$ cat src/rtl/haz_detect_unit.sv
// Hazard detection front-end: shadows EX/MEM, times the memory port and tracks one
// outstanding branch with a 2-bit predictor, producing registered hazard flags.
module haz_detect_unit #(
    parameter int unsigned REG_W    = 4,
    parameter int unsigned MEM_LAT  = 3,
    parameter logic [1:0]  CTR_INIT = 2'b01
) (
    input  logic             clk,
    input  logic             rst_n,
    input  logic             issue_valid,
    input  logic [REG_W-1:0] issue_rs1,
    input  logic [REG_W-1:0] issue_rs2,
    input  logic [REG_W-1:0] issue_rd,
    input  logic             issue_is_load,
    input  logic             issue_uses_mem,
    input  logic             issue_is_branch,
    input  logic             br_resolve_valid,
    input  logic             br_taken,
    input  logic             stall_in,
    input  logic             flush_in,
    output logic             data_o,
    output logic             fwrd_o,
    output logic             str_o,
    output logic             ctrl_o,
    output logic             branch_o,
    output logic             crct_o,
    output logic             pred_taken_o
);

    localparam logic [2:0] BUSY_LOAD = 3'(MEM_LAT);

    function automatic logic [1:0] ctr_next(input logic [1:0] ctr, input logic taken);
        if (taken) return (ctr == 2'b11) ? ctr : ctr + 2'b01;
        else       return (ctr == 2'b00) ? ctr : ctr - 2'b01;
    endfunction

    // Shadow pipeline: only EX and MEM feed hazard checks, WB is assumed written before read.
    logic             ex_vld_q, ex_vld_d, mem_vld_q;
    logic [REG_W-1:0] ex_rd_q, ex_rd_d, mem_rd_q;
    logic             ex_ld_q, ex_ld_d;
    logic [2:0]       busy_q, busy_d;
    logic             pend_q, pend_d, pred_lat_q, pred_lat_d;
    logic [1:0]       ctr_q, ctr_d;
    logic             data_q, data_d, fwrd_q, fwrd_d, str_q, str_d;
    logic             branch_q, branch_d, crct_q, crct_d;

    logic acc, resolve, match_ex, match_mem;

    always_comb begin
        acc       = issue_valid & ~stall_in & ~flush_in;
        resolve   = br_resolve_valid & pend_q;
        match_ex  = ex_vld_q & (ex_rd_q != '0) &
                    ((ex_rd_q == issue_rs1) | (ex_rd_q == issue_rs2));
        match_mem = mem_vld_q & (mem_rd_q != '0) &
                    ((mem_rd_q == issue_rs1) | (mem_rd_q == issue_rs2));

        ex_vld_d = acc;
        ex_rd_d  = issue_rd;
        ex_ld_d  = issue_is_load;

        if (acc & issue_uses_mem) busy_d = BUSY_LOAD;
        else if (busy_q != 3'd0)  busy_d = busy_q - 3'd1;
        else                      busy_d = 3'd0;

        // A same-cycle resolve and new acceptance leaves the new branch pending.
        pend_d     = pend_q;
        pred_lat_d = pred_lat_q;
        if (resolve) pend_d = 1'b0;
        if (acc & issue_is_branch) begin
            pend_d     = 1'b1;
            pred_lat_d = ctr_q[1];
        end
        ctr_d = resolve ? ctr_next(ctr_q, br_taken) : ctr_q;

        data_d   = issue_valid & (match_ex | match_mem);
        fwrd_d   = data_d & ~(match_ex & ex_ld_q);
        str_d    = issue_valid & ((issue_uses_mem & (busy_q != 3'd0)) |
                                  (issue_is_branch & pend_q & ~br_resolve_valid));
        branch_d = resolve;
        crct_d   = resolve ? (pred_lat_q == br_taken) : 1'b1;
    end

    always_ff @(posedge clk or negedge rst_n) begin
        if (!rst_n) begin
            ex_vld_q   <= 1'b0;
            mem_vld_q  <= 1'b0;
            busy_q     <= 3'd0;
            pend_q     <= 1'b0;
            pred_lat_q <= 1'b0;
            ctr_q      <= CTR_INIT;
            data_q     <= 1'b0;
            fwrd_q     <= 1'b0;
            str_q      <= 1'b0;
            branch_q   <= 1'b0;
            crct_q     <= 1'b1;
        end else begin
            ex_vld_q   <= ex_vld_d;
            mem_vld_q  <= ex_vld_q;
            busy_q     <= busy_d;
            pend_q     <= pend_d;
            pred_lat_q <= pred_lat_d;
            ctr_q      <= ctr_d;
            data_q     <= data_d;
            fwrd_q     <= fwrd_d;
            str_q      <= str_d;
            branch_q   <= branch_d;
            crct_q     <= crct_d;
        end
    end

    // Register indices and load tag are only meaningful alongside their valid bit.
    always_ff @(posedge clk) begin
        ex_rd_q  <= ex_rd_d;
        ex_ld_q  <= ex_ld_d;
        mem_rd_q <= ex_rd_q;
    end

    assign data_o       = data_q;
    assign fwrd_o       = fwrd_q;
    assign str_o        = str_q;
    assign ctrl_o       = pend_q;
    assign branch_o     = branch_q;
    assign crct_o       = crct_q;
    assign pred_taken_o = ctr_q[1];

endmodule

$ cat config.mk
export PLATFORM = sky130hd
export DESIGN_NAME = haz_detect_unit
export DESIGN_NICKNAME = d
export VERILOG_FILES = /design/src/rtl/haz_detect_unit.sv
export SDC_FILE = /design/constraint.sdc
export NUM_CORES = 1
export LEC_CHECK = 0
export ABC_CLOCK_PERIOD_IN_PS = 1400
export CAP_MARGIN = 15
export CELL_PAD_IN_SITES_DETAIL_PLACEMENT = 1
export CELL_PAD_IN_SITES_GLOBAL_PLACEMENT = 2
export CORE_UTILIZATION = 27
export CTS_BUF_LIST = sky130_fd_sc_hd__clkbuf_8
export DETAILED_ROUTE_END_ITERATION = 10
export HOLD_SLACK_MARGIN = 0.05
export PLACE_DENSITY = 0.74
export SLEW_MARGIN = 20
export SYNTH_ARGS = -nofsm -noshare
export SYNTH_HDL_FRONTEND = slang
export SYNTH_SLANG_ARGS = --single-unit
$ cat constraint.sdc
create_clock -name clk -period 1.4 [get_ports clk]
set_clock_uncertainty 0.15 [all_clocks]
set_input_delay 0.14 -clock clk [delete_from_list [all_inputs] [get_ports clk]]
set_output_delay 0.14 -clock clk [all_outputs]
set_load 0.05 [all_outputs]
Yosys cells after proc, flatten, opt, wreduce, memory -nomap -nowiden
Index checks and enable logic that the tools add are counted.
{"block": "totals", "ff_bits": 23, "output_inout_bits": 7}
{"block": "op_classes", "n_addsub": 3, "n_eq_ne": 8, "mux": 8, "bitwise_logic": 24, "n_reduce_logical": 6}
{"op": "1-bit AND", "n": 16}
{"op": "4-bit == test", "n": 4}
{"op": "4-bit nonzero test", "n": 2}
{"op": "2-bit 2-to-1 mux", "n": 3}
{"op": "3-bit 2-to-1 mux", "n": 2}
{"op": "2-bit inequality test (second input constant)", "n": 2}
{"op": "1-bit inverter", "n": 4}
{"op": "1-bit OR", "n": 4}
{"op": "1-bit 2-to-1 mux", "n": 3}
{"op": "3-bit AND reduction", "n": 1}
{"op": "3-bit nonzero test", "n": 1}
{"op": "3-bit by 1-bit subtractor with 3-bit output (second input constant)", "n": 1}
{"op": "2-bit by 1-bit adder with 2-bit output (second input constant)", "n": 1}
{"op": "2-bit == test (second input constant)", "n": 1}
{"op": "2-bit logical NOT", "n": 1}
{"op": "2-bit nonzero test", "n": 1}
{"op": "2-bit by 1-bit subtractor with 2-bit output (second input constant)", "n": 1}
{"op": "1-bit == test", "n": 1}

Logic depth before layout (Yosys ltp)
Gate-level depths: netlist of run 1.
{"block": "logic_depth", "depth_word": 6, "depth_mapped": 4, "ltp_nobuf": 4}

Least setup slack after synthesis of run 1
Ideal clock, no wire load.
{"block": "synth_timing", "kind": "reg-to-reg", "from": "reg ex_rd_q[2]", "to": "reg fwrd_q, in the netlist fwrd_o", "t_arrival_ns": 1.099, "required_time_ns": 1.125, "slack_ns": 0.026, "path_stages_with_launch": 5, "n_path_buf": 0, "synth_period_minus_slack_ns": 1.374, "cell_sequence": "dfxtp_1 > xnor2_1 > nand4_1 > a21oi_2 > mux2_4"}
{"block": "synth_via", "elab_chain_len": 6}
{"item": "from (decl)", "line_no": "39", "rtl": "logic [REG_W-1:0] ex_rd_q, ex_rd_d, mem_rd_q;"}
{"item": "from (signal assigned)", "line_no": "113", "rtl": "ex_rd_q <= ex_rd_d;"}
{"item": "4-bit == test / 4-bit nonzero test (equally long branches)", "line_no": "53, 52"}
{"item": "1-bit OR / 1-bit AND (equally long branches)", "line_no": "53, 52"}
{"item": "1-bit AND *", "line_no": "52", "rtl": "match_ex = ex_vld_q & (ex_rd_q != '0) &"}
{"item": "1-bit OR / 1-bit AND (equally long branches)", "line_no": "75, 76"}
{"item": "1-bit AND / 1-bit inverter (equally long branches)", "line_no": "75, 76"}
{"item": "1-bit AND *", "line_no": "76", "rtl": "fwrd_d = data_d & ~(match_ex & ex_ld_q);"}
{"item": "net fwrd_d", "line_no": "44", "rtl": "logic data_q, data_d, fwrd_q, fwrd_d, str_q, str_d;"}
{"item": "to (signal assigned)", "line_no": "104", "rtl": "fwrd_q <= fwrd_d;"}
{"item": "to (decl)", "line_no": "44"}
The timed path passes the listed nets; every way through them passes the cells marked *.
A chain may end at the register's enable or synchronous reset.

Worst setup path after layout of run 1
{"block": "layout_timing", "from": "in issue_rs1[0]", "to": "reg fwrd_q, in the netlist fwrd_o"}
{"block": "layout_via", "elab_chain_len": 6}
{"item": "from (decl)", "line_no": "11", "rtl": "input logic [REG_W-1:0] issue_rs1,"}
{"item": "4-bit == test, on equally long branches", "line_no": "53, 55"}
{"item": "1-bit OR, on equally long branches", "line_no": "53, 55"}
{"item": "1-bit AND, on equally long branches", "line_no": "52, 54"}
{"item": "1-bit OR / 1-bit AND (equally long branches)", "line_no": "75, 76"}
{"item": "1-bit AND / 1-bit inverter (equally long branches)", "line_no": "75, 76"}
{"item": "1-bit AND *", "line_no": "76"}
{"item": "net fwrd_d", "line_no": "44"}
Marked as above.

==> impl_metrics.py, run 1 <==
metrics = {
    "status": {
        "status": "complete, but fails checks",
        "violations": "setup timing",
    },
    "cells_and_area": {
        "fillers": 381,
        "areaGrowthSynthToFinish_pct": 64.27,
        "diodes": 0,
        "fin_util_pct": 46.19,
        "drive_gt1_share_pct": 30.58,
        "nets": 144,
        "final_cell_area_um2": 1541,
    },
    "power_and_ir_drop": {
        "p_int_w": 0.001090,
        "pwr-share-clk_pct": 26.5,
        "switching_share_pct": 26.02,
        "comb_power_share_pct": 21.2,
        "power_density_nw_per_um2": 956.2,
        "seq_power_share_pct": 52.3,
        "p_sw_w": 0.0003836,
        "ir_drop_v": 0.0004262,
        "leakage_nw": 0.6534,
        "total_power_w": 0.001474,
    },
    "logic_synthesis": {
        "async_flop_share_pct": 60.87,
        "syn_area_um2": 938.4,
        "ys_seq_area_share_pct": 56.80,
        "yosys.area.top_type_share_pct": 32.00,
        "avgSynthCellArea_um2": 11.88,
        "ys_types": 24,
        "ys_ff_latch": 23,
        "syn-num-nets": 101,
        "yosys_warnings": 0,
        "netlist_instances": 79,
        "synth_flop_cell": "dfrtp_1",
        "ys_top_cells_by_area": "dfrtp_1, dfxtp_1, xnor2_1",
        "synth_edf_count": 0,
        "synth.largest_area_cell": "dfrtp_1",
    },
    "setup_path": {
        "endpoint_kind": "flip-flop",
        "crit_arrival_ns": 1.47,
        "path_max_fanout": 2,
        "crit_cells": 5,
        "path_delay_family": "buffers and inverters",
        "cpMaxStageDelayCell": "clkdlybuf4s50_1",
        "crit_type": "primary input to flip-flop",
        "crit_buf_inv": 1,
        "cpPeakStageDelay_ns": 0.53,
        "cp_cell_sequence": "clkdlybuf4s50_1 > xnor2_2 > nand4_1 > a21oi_2 > mux2_4",
        "setup.worst_path.start": "issue_rs1[0]",
        "ff2ff_path_depth": 4,
        "start_kind": "primary input",
        "r2r-start": "ex_rd_q[2]",
        "worstPathRequired_ns": 1.39,
    },
    "cts": {
        "cts_tree": "yes",
        "cts.reportedPaths.clkPinSlew_ns": 0.08,
        "clkLatencyLatePin_ns": 0.26,
        "root_buffer": "clkbuf_8",
        "cts-buffers-inserted": 3,
        "cts_sinks": 23,
        "cts_max_path_buffers": 2,
        "htree_num_levels": 1,
    },
    "sta": {
        "drv_slew": 0,
        "max_freq_mhz": 676.2,
        "hold_viol_final": 0,
        "setup_ws_ns": -0.07887,
        "worst_pin_slew_ns": 0.3749,
        "slew_headroom_pct": 74.73,
        "finalCritPeriodShare_pct": 105.6,
        "period_minus_slack_ns": 1.479,
        "finalSetupViolCount": 2,
        "rsz0062_at_grt": "true",
        "setup_tns_ns": -0.1231,
    },
    "run": {
        "maxCapViolations": 0,
    },
    "place": {
        "gp_congestion": 0.8235,
        "portBuffers": 28,
        "dp_slack_ns": -0.3530,
        "place_hpwl_mm": 1.753,
        "placed_cell_area_um2": 1406,
    },
    "grt": {
        "grt_pass1_wl_mm": 3.608,
        "track_usage_pct": 13.69,
        "grt_pass1_vias": 816,
        "grt_overflow": 0,
        "antenna_found_initial": 0,
        "grt_max_degree": 13,
    },
    "drt": {
        "dr_total_vias": 728,
        "drt-initial-drc-count": 20,
        "totalWireLength_mm": 2.218,
        "drc": 0,
        "post_drt_via_cell_ratio": 4.359,
        "drtPass1Iterations": 2,
        "wl_per_cell_um": 13.28,
        "ant_nets": 0,
    },
    "worst_hold_path": {
        "min_from": "issue_rd[1]",
        "hold_class": "primary input to flip-flop",
        "whs_path_depth": 1,
    },
    "die": {
        "dieArea_um2": 3716,
        "row_count": 21,
        "core_um2": 3337,
        "start_util_pct": 28.12,
        "die_h_um": 60.96,
        "io_pins": 29,
        "die_w_um": 60.96,
    },
}
==> area by class of cell <==
class | count | area [um^2] | share of cell area, %
Clock inverter | 1 | 3.754 | 0.2435
Multi-Input combinational cell | 52 | 444.2 | 28.81
Timing Repair Buffer | 38 | 431.7 | 28.00
Inverter | 4 | 15.01 | 0.9740
Tap cell | 46 | 57.56 | 3.734
Clock buffer | 3 | 41.29 | 2.679
Sequential cell | 23 | 548.0 | 35.55
==> worst reg2reg max path, stage by stage (launching register included) <==
cell and delay (ns):
dfxtp_4 0.37, xnor2_2 0.15, nand4_1 0.16, a21oi_2 0.22, mux2_4 0.31
==> layout by cell type (no fill, tap or decap), types with 3 or more instances in the layout <==
master           netlist  routed
dfrtp_1               12      12
clkbuf_8               0       3
o21ai_0                5       5
xnor2_1               16      11
dfxtp_4                0       4
dfxtp_1                9       5
buf_4                  0       8
dlygate4sd2_1          0       4
nand4_1                4       4
nand2_1                6       6
buf_12                 0       7
clkdlybuf4s50_1        0      15
xnor2_2                0       5
a21oi_1                4       4
inv_1                  4       5
==> worst paths after layout <==
kind	end	slack [ns]
hold reg to reg	mem_rd_q[3]	0.26
setup / recovery	fwrd_o	-0.08
max in group asynchronous	fwrd_o	0.19
min in group asynchronous	ctr_q[1]	0.51
hold / removal	ex_rd_q[1]	0.16
setup reg to reg	fwrd_o	-0.08
==> state kept, by name, summed over array words and instances (netlist names), 2 cells and up <==
name      flops
mem_rd_q      4
ex_rd_q       4
ctr_q         2
busy_q        3
==> routing by layer <==
layer	GRT usage (%)	part of all wire, %	wire length (um)
met1	16.49	41	908
met2	24.80	55	1220
met3	1.919	4.0	89
met4	4.870	0	0
met5	0	0	0
==> logic make-up after synthesis <==
group / count (synthesis) / synth area share (%)
flops: 23 / 56.80
xor+xnor: 17 / 15.87
mux: 3 / 3.866
simple gates: 18 / 11.07
buf+inv: 4 / 1.600
compound gates: 14 / 10.80
==> power by group through the flow <==
| stage | Combinational (W) | Sequential, W | Clock, W |
|---|---|---|---|
| global route | 0.000339 | 0.000782 | 0.000444 |
| detailed placement | 0.000303 | 0.000785 | 0 |
| CTS | 0.000307 | 0.000772 | 0.000411 |
| finish | 0.000312 | 0.000771 | 0.000391 |
| global placement | 0.000290 | 0.000783 | 0 |
| floorplan | 0.000111 | 0.000802 | 0 |
==> per-stage QoR <==
step / hold slack, ns / instances
after floorplan: -0.3056 / 79
after global placement: 0.2279 / 161
after detailed placement: 0.2467 / 161
after CTS: 0.1558 / 166
after global routing: 0.1521 / 167
final: 0.1616 / 167
==> cells in the mapped netlist (all sizes together) (2+ instances only) <==
| master | number |
|---|---|
| xnor2 | 16 |
| dfrtp | 12 |
| dfxtp | 9 |
| nand2 | 6 |
| a21oi | 5 |
| o21ai | 5 |
| inv | 4 |
| nand4 | 4 |
| dfstp | 2 |
| mux2 | 2 |
| nor2 | 2 |
| nor3 | 2 |
| o41ai | 2 |
==> repair_timing <==
item / in CTS / in global routing
endpoints found under the setup margin: 1 / 2
buffers inserted: 0 / 1
gates resized for setup: 13 / 9
pin swaps: 6 / 6
hold buffers: 1 / 0
hold endpoints to repair: 3 / 0
(Power assumes the default switching activity.)
==> run 2, diff against run 1 <==
--- a/config.mk
+++ b/config.mk
@@ -14,6 +14,7 @@
 export DETAILED_ROUTE_END_ITERATION = 10
 export HOLD_SLACK_MARGIN = 0.05
 export PLACE_DENSITY = 0.74
+export SKIP_LAST_GASP = 1
 export SLEW_MARGIN = 20
 export SYNTH_ARGS = -nofsm -noshare
 export SYNTH_HDL_FRONTEND = slang
==> results of run 2 <==
No change in the layout: final DEF, timing and power equal those of run 1.
